===== config.mk =====
export PLATFORM = sky130hd
export DESIGN_NAME = ctrl_pipeline
export DESIGN_NICKNAME = d
export VERILOG_FILES = /design/src/rtl/rv32i_pkg.sv /design/src/rtl/hazard_detect.sv /design/src/rtl/ctrl_pipeline.sv
export SDC_FILE = /design/constraint.sdc
export NUM_CORES = 1
export LEC_CHECK = 0
export CORE_ASPECT_RATIO = 1.75
export CORE_UTILIZATION = 54
export CTS_CLUSTER_SIZE = 8
export DETAILED_ROUTE_END_ITERATION = 8
export DONT_BUFFER_PORTS = 1
export PLACE_DENSITY = 0.73
export SLEW_MARGIN = 20
export SYNTH_ARGS = -nofsm -noshare
export SYNTH_HDL_FRONTEND = slang
export SYNTH_SLANG_ARGS = --single-unit

===== constraint.sdc =====
create_clock -name clk -period 1.6 [get_ports clk]
set_input_delay 0.48 -clock clk [delete_from_list [all_inputs] [get_ports clk]]
set_output_delay 0.48 -clock clk [all_outputs]
set_load 0.02 [all_outputs]

===== src/rtl/rv32i_pkg.sv =====
// rv32i_pkg: control-bundle layout, forwarding encodings and opcodes shared by the
// pipeline control slice, plus the register-match helpers used for hazards and forwarding.
package rv32i_pkg;
    localparam int CTRL_W       = 10;
    localparam int B_BRANCH     = 9;
    localparam int B_JUMP       = 8;
    localparam int B_PC_ULA     = 7;
    localparam int B_ULA_OP_HI  = 6;
    localparam int B_ULA_OP_LO  = 5;
    localparam int B_MUX_ULA    = 4;
    localparam int B_MUX_REG_WR = 3;
    localparam int B_REG_WR     = 2;
    localparam int B_MEM_WR     = 1;
    localparam int B_MEM_RD     = 0;

    localparam logic [1:0] FWD_RF  = 2'b00;
    localparam logic [1:0] FWD_WB  = 2'b01;
    localparam logic [1:0] FWD_MEM = 2'b10;

    localparam logic [6:0] OP_R      = 7'b0110011;
    localparam logic [6:0] OP_I      = 7'b0010011;
    localparam logic [6:0] OP_LOAD   = 7'b0000011;
    localparam logic [6:0] OP_STORE  = 7'b0100011;
    localparam logic [6:0] OP_BRANCH = 7'b1100011;
    localparam logic [6:0] OP_JAL    = 7'b1101111;
    localparam logic [6:0] OP_JALR   = 7'b1100111;
    localparam logic [6:0] OP_LUI    = 7'b0110111;
    localparam logic [6:0] OP_AUIPC  = 7'b0010111;

    typedef logic [CTRL_W-1:0] ctrl_t;

    // x0 is hardwired, so a write to it never produces a value worth waiting for
    function automatic logic reg_hit(input logic v, input logic wr, input logic [4:0] rd,
                                     input logic [4:0] rs);
        return v && wr && rd != 5'd0 && rd == rs;
    endfunction

    function automatic logic [1:0] fwd_pick(input logic mem_hit, input logic wb_hit);
        return mem_hit ? FWD_MEM : wb_hit ? FWD_WB : FWD_RF;
    endfunction
endpackage


===== src/rtl/hazard_detect.sv =====
// hazard_detect: combinational stall and operand-forwarding selection.
// FORWARD_EN selects bypassing from MEM/WB; without it, RAW hazards on EX/MEM stall instead.
module hazard_detect
    import rv32i_pkg::*;
(
    input  logic       id_valid,
    input  logic [4:0] id_rs1,
    input  logic [4:0] id_rs2,
    input  logic       ex_valid,
    input  logic       ex_mem_rd,
    input  logic       ex_reg_wr,
    input  logic [4:0] ex_rd,
    input  logic [4:0] ex_rs1,
    input  logic [4:0] ex_rs2,
    input  logic       mem_valid,
    input  logic       mem_reg_wr,
    input  logic [4:0] mem_rd,
    input  logic       wb_valid,
    input  logic       wb_reg_wr,
    input  logic [4:0] wb_rd,
    input  logic       flush,
    output logic       stall,
    output logic [1:0] fwd_a_sel,
    output logic [1:0] fwd_b_sel
);
    logic load_use, raw;
`ifdef FORWARD_EN
    logic unused_ok;
    assign unused_ok = ex_reg_wr;
`else
    logic unused_ok;
    assign unused_ok = ^{ex_rs1, ex_rs2, wb_valid, wb_reg_wr, wb_rd};
`endif
    always_comb begin
        load_use = id_valid && (reg_hit(ex_valid, ex_mem_rd, ex_rd, id_rs1) ||
                                reg_hit(ex_valid, ex_mem_rd, ex_rd, id_rs2));
`ifdef FORWARD_EN
        raw       = 1'b0;
        fwd_a_sel = fwd_pick(reg_hit(mem_valid, mem_reg_wr, mem_rd, ex_rs1),
                             reg_hit(wb_valid, wb_reg_wr, wb_rd, ex_rs1));
        fwd_b_sel = fwd_pick(reg_hit(mem_valid, mem_reg_wr, mem_rd, ex_rs2),
                             reg_hit(wb_valid, wb_reg_wr, wb_rd, ex_rs2));
`else
        // WB is left out: the register file writes before it reads
        raw = id_valid && (reg_hit(ex_valid, ex_reg_wr, ex_rd, id_rs1) ||
                           reg_hit(ex_valid, ex_reg_wr, ex_rd, id_rs2) ||
                           reg_hit(mem_valid, mem_reg_wr, mem_rd, id_rs1) ||
                           reg_hit(mem_valid, mem_reg_wr, mem_rd, id_rs2));
        fwd_a_sel = FWD_RF;
        fwd_b_sel = FWD_RF;
`endif
        stall = (load_use || raw) && !flush;
    end
endmodule


===== src/rtl/ctrl_pipeline.sv =====
// ctrl_pipeline: EX/MEM/WB control-bundle pipeline with bubble insertion on stall/flush.
// Build option FORWARD_EN enables MEM/WB forwarding in hazard_detect.
module ctrl_pipeline
    import rv32i_pkg::*;
(
    input  logic              clk,
    input  logic              rst_n,
    input  logic              id_valid,
    input  logic [CTRL_W-1:0] id_ctrl,
    input  logic [4:0]        id_rs1,
    input  logic [4:0]        id_rs2,
    input  logic [4:0]        id_rd,
    input  logic              ex_branch_taken,
    output logic              ex_valid,
    output logic              mem_valid,
    output logic              wb_valid,
    output logic [CTRL_W-1:0] ex_ctrl,
    output logic [CTRL_W-1:0] mem_ctrl,
    output logic [CTRL_W-1:0] wb_ctrl,
    output logic [4:0]        ex_rd_addr,
    output logic [4:0]        mem_rd_addr,
    output logic [4:0]        wb_rd_addr,
    output logic              stall,
    output logic              flush,
    output logic [1:0]        fwd_a_sel,
    output logic [1:0]        fwd_b_sel
);
    logic       ex_valid_q, ex_valid_d, mem_valid_q, mem_valid_d, wb_valid_q, wb_valid_d;
    ctrl_t      ex_ctrl_q, ex_ctrl_d, mem_ctrl_q, mem_ctrl_d, wb_ctrl_q, wb_ctrl_d;
    logic [4:0] ex_rd_q, ex_rd_d, mem_rd_q, mem_rd_d, wb_rd_q, wb_rd_d;
    logic [4:0] ex_rs1_q, ex_rs1_d, ex_rs2_q, ex_rs2_d;
    logic       bubble;

    assign flush = ex_valid_q && ex_branch_taken;

    hazard_detect u_hazard (
        .id_valid   (id_valid),
        .id_rs1     (id_rs1),
        .id_rs2     (id_rs2),
        .ex_valid   (ex_valid_q),
        .ex_mem_rd  (ex_ctrl_q[B_MEM_RD]),
        .ex_reg_wr  (ex_ctrl_q[B_REG_WR]),
        .ex_rd      (ex_rd_q),
        .ex_rs1     (ex_rs1_q),
        .ex_rs2     (ex_rs2_q),
        .mem_valid  (mem_valid_q),
        .mem_reg_wr (mem_ctrl_q[B_REG_WR]),
        .mem_rd     (mem_rd_q),
        .wb_valid   (wb_valid_q),
        .wb_reg_wr  (wb_ctrl_q[B_REG_WR]),
        .wb_rd      (wb_rd_q),
        .flush      (flush),
        .stall      (stall),
        .fwd_a_sel  (fwd_a_sel),
        .fwd_b_sel  (fwd_b_sel)
    );

    always_comb begin
        bubble      = stall || flush;
        ex_valid_d  = id_valid && !bubble;
        ex_ctrl_d   = bubble ? '0 : id_ctrl;
        // conditional branches never write back, whatever the decoder asserted
        ex_ctrl_d[B_REG_WR] = ex_ctrl_d[B_REG_WR] && !(id_ctrl[B_BRANCH] && !id_ctrl[B_JUMP]);
        ex_rd_d     = bubble ? 5'd0 : id_rd;
        ex_rs1_d    = bubble ? 5'd0 : id_rs1;
        ex_rs2_d    = bubble ? 5'd0 : id_rs2;
        mem_valid_d = ex_valid_q;
        mem_ctrl_d  = ex_ctrl_q;
        mem_rd_d    = ex_rd_q;
        wb_valid_d  = mem_valid_q;
        wb_ctrl_d   = mem_ctrl_q;
        wb_rd_d     = mem_rd_q;
    end

    always_ff @(posedge clk or negedge rst_n) begin
        if (!rst_n) begin
            ex_valid_q  <= 1'b0;
            ex_ctrl_q   <= '0;
            ex_rd_q     <= 5'd0;
            ex_rs1_q    <= 5'd0;
            ex_rs2_q    <= 5'd0;
            mem_valid_q <= 1'b0;
            mem_ctrl_q  <= '0;
            mem_rd_q    <= 5'd0;
            wb_valid_q  <= 1'b0;
            wb_ctrl_q   <= '0;
            wb_rd_q     <= 5'd0;
        end else begin
            ex_valid_q  <= ex_valid_d;
            ex_ctrl_q   <= ex_ctrl_d;
            ex_rd_q     <= ex_rd_d;
            ex_rs1_q    <= ex_rs1_d;
            ex_rs2_q    <= ex_rs2_d;
            mem_valid_q <= mem_valid_d;
            mem_ctrl_q  <= mem_ctrl_d;
            mem_rd_q    <= mem_rd_d;
            wb_valid_q  <= wb_valid_d;
            wb_ctrl_q   <= wb_ctrl_d;
            wb_rd_q     <= wb_rd_d;
        end
    end

    assign ex_valid    = ex_valid_q;
    assign mem_valid   = mem_valid_q;
    assign wb_valid    = wb_valid_q;
    assign ex_ctrl     = ex_ctrl_q;
    assign mem_ctrl    = mem_ctrl_q;
    assign wb_ctrl     = wb_ctrl_q;
    assign ex_rd_addr  = ex_rd_q;
    assign mem_rd_addr = mem_rd_q;
    assign wb_rd_addr  = wb_rd_q;
endmodule


==> Word-level counts from Yosys, hierarchy flattened <==
Cells that the tools add are included.
{ "totals": {"ff_bits": 48, "input_bits": 29} }
{ "op_classes": {"n_eq_ne": 4, "mux": 2, "reduce_logical": 31} }
{ "ops": {"columns": ["op", "n"], "rows": [
  ["$eq 5x5->1", 4],
  ["$logic_and 1x1->1", 19],
  ["$mux 10", 1],
  ["$reduce_bool 5->1", 2],
  ["$logic_or 1x1->1", 6],
  ["$mux 5", 1],
  ["$logic_not 1->1", 4]
]} }

==> Logic depth before layout (Yosys ltp) <==
{ "logic_depth": {"word_depth": 12, "depth_mapped": 6} }

==> Modules after synthesis <==
Synthesis repeated with hierarchy kept, for this count alone.
{ "unflattened": {"cells_unflattened": 132, "area_unflattened_um2": 1974.4} }
{ "modules_own_cells": {"columns": ["module", "n_inst", "cells_each", "area_each_um2"], "rows": [
  ["ctrl_pipeline", 1, 89, 1665.3],
  ["hazard_detect", 1, 43, 309.0]
]} }

==> Least setup slack after synthesis <==
No wires, ideal clock.
{ "synth_timing": {"kind": "register -> output", "start": "reg ex_rd_q[4], in the netlist ex_rd_addr[4]", "end": "out stall", "arrival_ps": 1501, "slack_ps": -381, "path_stages_with_launch": 7, "n_path_buf": 1, "path_cell_list": "dfrtp_1 -> xnor2_1 -> nand3_1 -> o22ai_2 -> a22oi_4 -> buf_6 -> nor2_1"} }
{ "synth_via": {"elab_chain_cells": 9, "word_cells_on_any_way": 17, "cone_classes": "eq/ne: 2; reduce/logical: 15"} }
{ "synth_rtl": {"columns": ["item", "line", "source"], "rows": [
  ["start, declared", "ctrl_pipeline.sv:30", "logic [4:0] ex_rd_q, ex_rd_d, mem_rd_q, mem_rd_d, wb_rd_q, wb_rd_d;"],
  ["start signal, assigned", "ctrl_pipeline.sv:91", "ex_rd_q <= ex_rd_d;"],
  ["$reduce_bool 5->1", "rv32i_pkg.sv:35", "return v && wr && rd != 5'd0 && rd == rs;"],
  ["$logic_and 1x1->1 (2 in series)", "rv32i_pkg.sv:35", null],
  ["$logic_or 1x1->1", "hazard_detect.sv:45", "raw = id_valid && (reg_hit(ex_valid, ex_reg_wr, ex_rd, id_rs1) ||"],
  ["$logic_or 1x1->1", "hazard_detect.sv:46", "reg_hit(ex_valid, ex_reg_wr, ex_rd, id_rs2) ||"],
  ["$logic_or 1x1->1", "hazard_detect.sv:47", "reg_hit(mem_valid, mem_reg_wr, mem_rd, id_rs1) ||"],
  ["$logic_and 1x1->1", "hazard_detect.sv:45", null],
  ["$logic_or 1x1->1 *", "hazard_detect.sv:52", "stall = (load_use || raw) && !flush;"],
  ["$logic_and 1x1->1 *", "hazard_detect.sv:52", null],
  ["end, declared", "ctrl_pipeline.sv:23", "output logic stall,"]
]} }
Mark *: on every way between the ends. The rest lies on a longest branch, timed or not.

==> Worst setup path in the final report <==
{ "layout_timing": {"start": "reg ex_rd_q[0], in the netlist ex_rd_addr[0]", "end": "out stall"} }
The elaborated chain is that of the path after synthesis.

==> metrics.yaml <==
status: "complete, but fails checks"
violations: "hold timing, setup timing"
drc: 0
synth.area.top_cells: "dfrtp_1 (70%), xnor2_1 (10%), buf_4 (3.5%), and3_2 (3.1%), and3_1 (2.9%)"
numCtsBuffers: 5
met3_wirelength_um: 270
portBuffers: 0
die_w_um: 44.5
synthDistinctLibCells: 20
wl_met1_um: 927
grt_pass1_wl_um: 4620
cp.arrival_ns: 1.53
path_max_fanout: 4
drive_above_1_share_pct: 40.3
synth_top_area_share_pct: 70.5
grt_pass1_vias: 981
synthCells: 118
leakagePower_uw: 0.000956
cts_max_level: 2
regToRegStartpoint: "ex_rd_addr[0]"
yosysTopAreaCell: "dfrtp_1"
finalHoldViolCount: 48
coreArea_sq_um: 2960
cp.required_ns: 1.12
ys_ff_latch: 48
viasPerCell: 5.30
insertion_delay_ns: 0.30
clockBufferDepth: 2
period_share_pct: 126
finalWirelength_um: 2880
diodes: 0
wire_per_inst_um: 15.9
fmax_mhz: 498
grt_usage_pct: 19.5
critPathCaptureType: "output port"
finalSetupViolations: 1
setup_ws_ns: -0.409
route.met2.wl_um: 1610
grt_overflow: 0
drtPass1Iterations: 4
ios: 83
worstReg2RegEnd: "ex_ctrl[3]"
fin_crit_ns: 2.01
ys_warn_count: 0
cts_sinks: 48
gp_congestion: 0.814
rsz0062_at_grt: "yes"
powerDensity_nw_per_um2: 1210
top_layer: "met4"
dp_hpwl_um: 2260
start_util_pct: 57.6
fin_skew_ns: 0.00735
core.rowCount: 26
tritoncts: "yes"
post_synth.cell_area_avg_sq_um: 14.4
drt-initial-drc-count: 21
finalMaxSlewViolations: 0
cts_root_buf: "clkbuf_8"
path_clk_slew_ns: 0.09
grt_antenna_before_repair: 0
dieArea_sq_um: 3390
final_util_pct: 68.1
ys_seq_area_share_pct: 70.5
worstRegToRegCells: 6
vias: 960
holdWs_ns: -0.142
maxCapViolations: 0
ir_worst_vdd_mv: 1.05
reg2reg_slack_ns: 0.01
area_delta_synth_final_pct: 18.3
final_nets: 167
ant_nets: 0
worst_setup_path_start_kind: "flop"
grt_max_degree: 49
critPathKind: "flop to output port"
syn_area_sq_um: 1700
hold_path_class: "input port to async pin"
die_y_um: 76.3
dp_slack_ns: -0.148
-- cell usage in the layout (no fill, tap or decap), types with 2 or more instances in the layout --
cell,instances
a21oi_1,2
and3_1,8
and3_2,7
buf_4,18
buf_6,2
clkbuf_8,5
conb_1,4
dfrtp_1,39
dfrtp_2,9
inv_6,2
nand2_1,4
nand3_1,4
nor2_1,2
nor3_1,2
o22ai_2,2
xnor2_1,15
xnor2_2,5
-- critical path, stage by stage (launching register included) --
cell and delay (ns):
dfrtp_2 0.47, xnor2_2 0.19, nand3_2 0.11, o22ai_2 0.18, a22oi_4 0.12, nor2_4 0.16
-- metrics by stage --
stage / area [sq um] / cells / hold WS (ns) / setup TNS (ns) / total power (uW)
after global routing: 2020 / 181 / -0.169 / -0.760 / 2550
after global placement: 1870 / 171 / 0.185 / -0.0909 / 1720
final: 2020 / 181 / -0.142 / -0.409 / 2440
after floorplan: 1760 / 121 / 0.184 / -0.179 / 1660
after CTS: 1990 / 181 / -0.155 / -0.436 / 2460
after detailed placement: 1870 / 171 / 0.185 / -0.229 / 1730
-- registers in the layout, indices dropped and copies added (netlist names) --
| name | count |
|---|---|
| ex_ctrl | 10 |
| mem_ctrl | 10 |
| wb_ctrl | 10 |
| ex_rd_addr | 5 |
| mem_rd_addr | 5 |
| wb_rd_addr | 5 |
| ex_valid | 1 |
| mem_valid | 1 |
| wb_valid | 1 |
-- worst max path at each step --
stage | startpoint | endpoint | depth (start not counted)
floorplan | ex_rd_addr[4] | stall | 6
global placement | id_rs1[0] | stall | 5
detailed placement | id_rs1[2] | stall | 5
CTS | ex_rd_addr[0] | stall | 5
global route | ex_rd_addr[0] | stall | 5
finish | ex_rd_addr[0] | stall | 5
-- synthesized netlist by cell type (all sizes together) --
master  number
clkbuf       1
nor2         3
o2111a       1
a21oi        2
o211ai       1
buf          9
nor3         2
conb         1
dfrtp       48
nand3        5
and3        15
a22oi        1
nand2        5
o22ai        2
inv          2
xnor2       20
-- metal layers --
layer / track usage, % / vias to the layer above
met5: 0 / -
li1: - / 421
met4: 11.2 / 0
met2: 31.6 / 60
met1: 20.1 / 474
met3: 8.06 / 5
-- area by class of cell --
class,instances,area (sq um)
timing repair buffer,20,158
inverter,2,7.51
multi-input combinational,61,490
sequential,48,1210
clock inverter,3,26.3
clock buffer,5,68.8
tap,42,52.6
fill,210,945
-- what timing repair did --
| item | CTS | global route |
|---|---|---|
| gates resized for setup | 4 | 4 |
| pin swaps | 4 | 1 |
| setup buffers | 2 | 0 |
| endpoints found under the setup margin | 3 | 17 |
| hold endpoints to repair | 48 | 48 |
-- where the power goes --
part / internal, uW / total (uW) / leakage, uW / switching, uW
sequential: 1310 / 1460 / 0.000576 / 153
clock: 321 / 718 / 0.0000491 / 397
combinational: 132 / 258 / 0.000331 / 126
-- kinds of logic after synthesis --
family                 after synthesis  synth area share (%)
flip-flops                          48                  70.5
AND/OR/NAND/NOR                     30                  10.1
other                                1                 0.220
buffers and inverters               12                  4.85
XOR/XNOR                            20                  10.3
AO/OA/AOI/OAI                        7                  4.04
(Power assumes the default switching activity.)
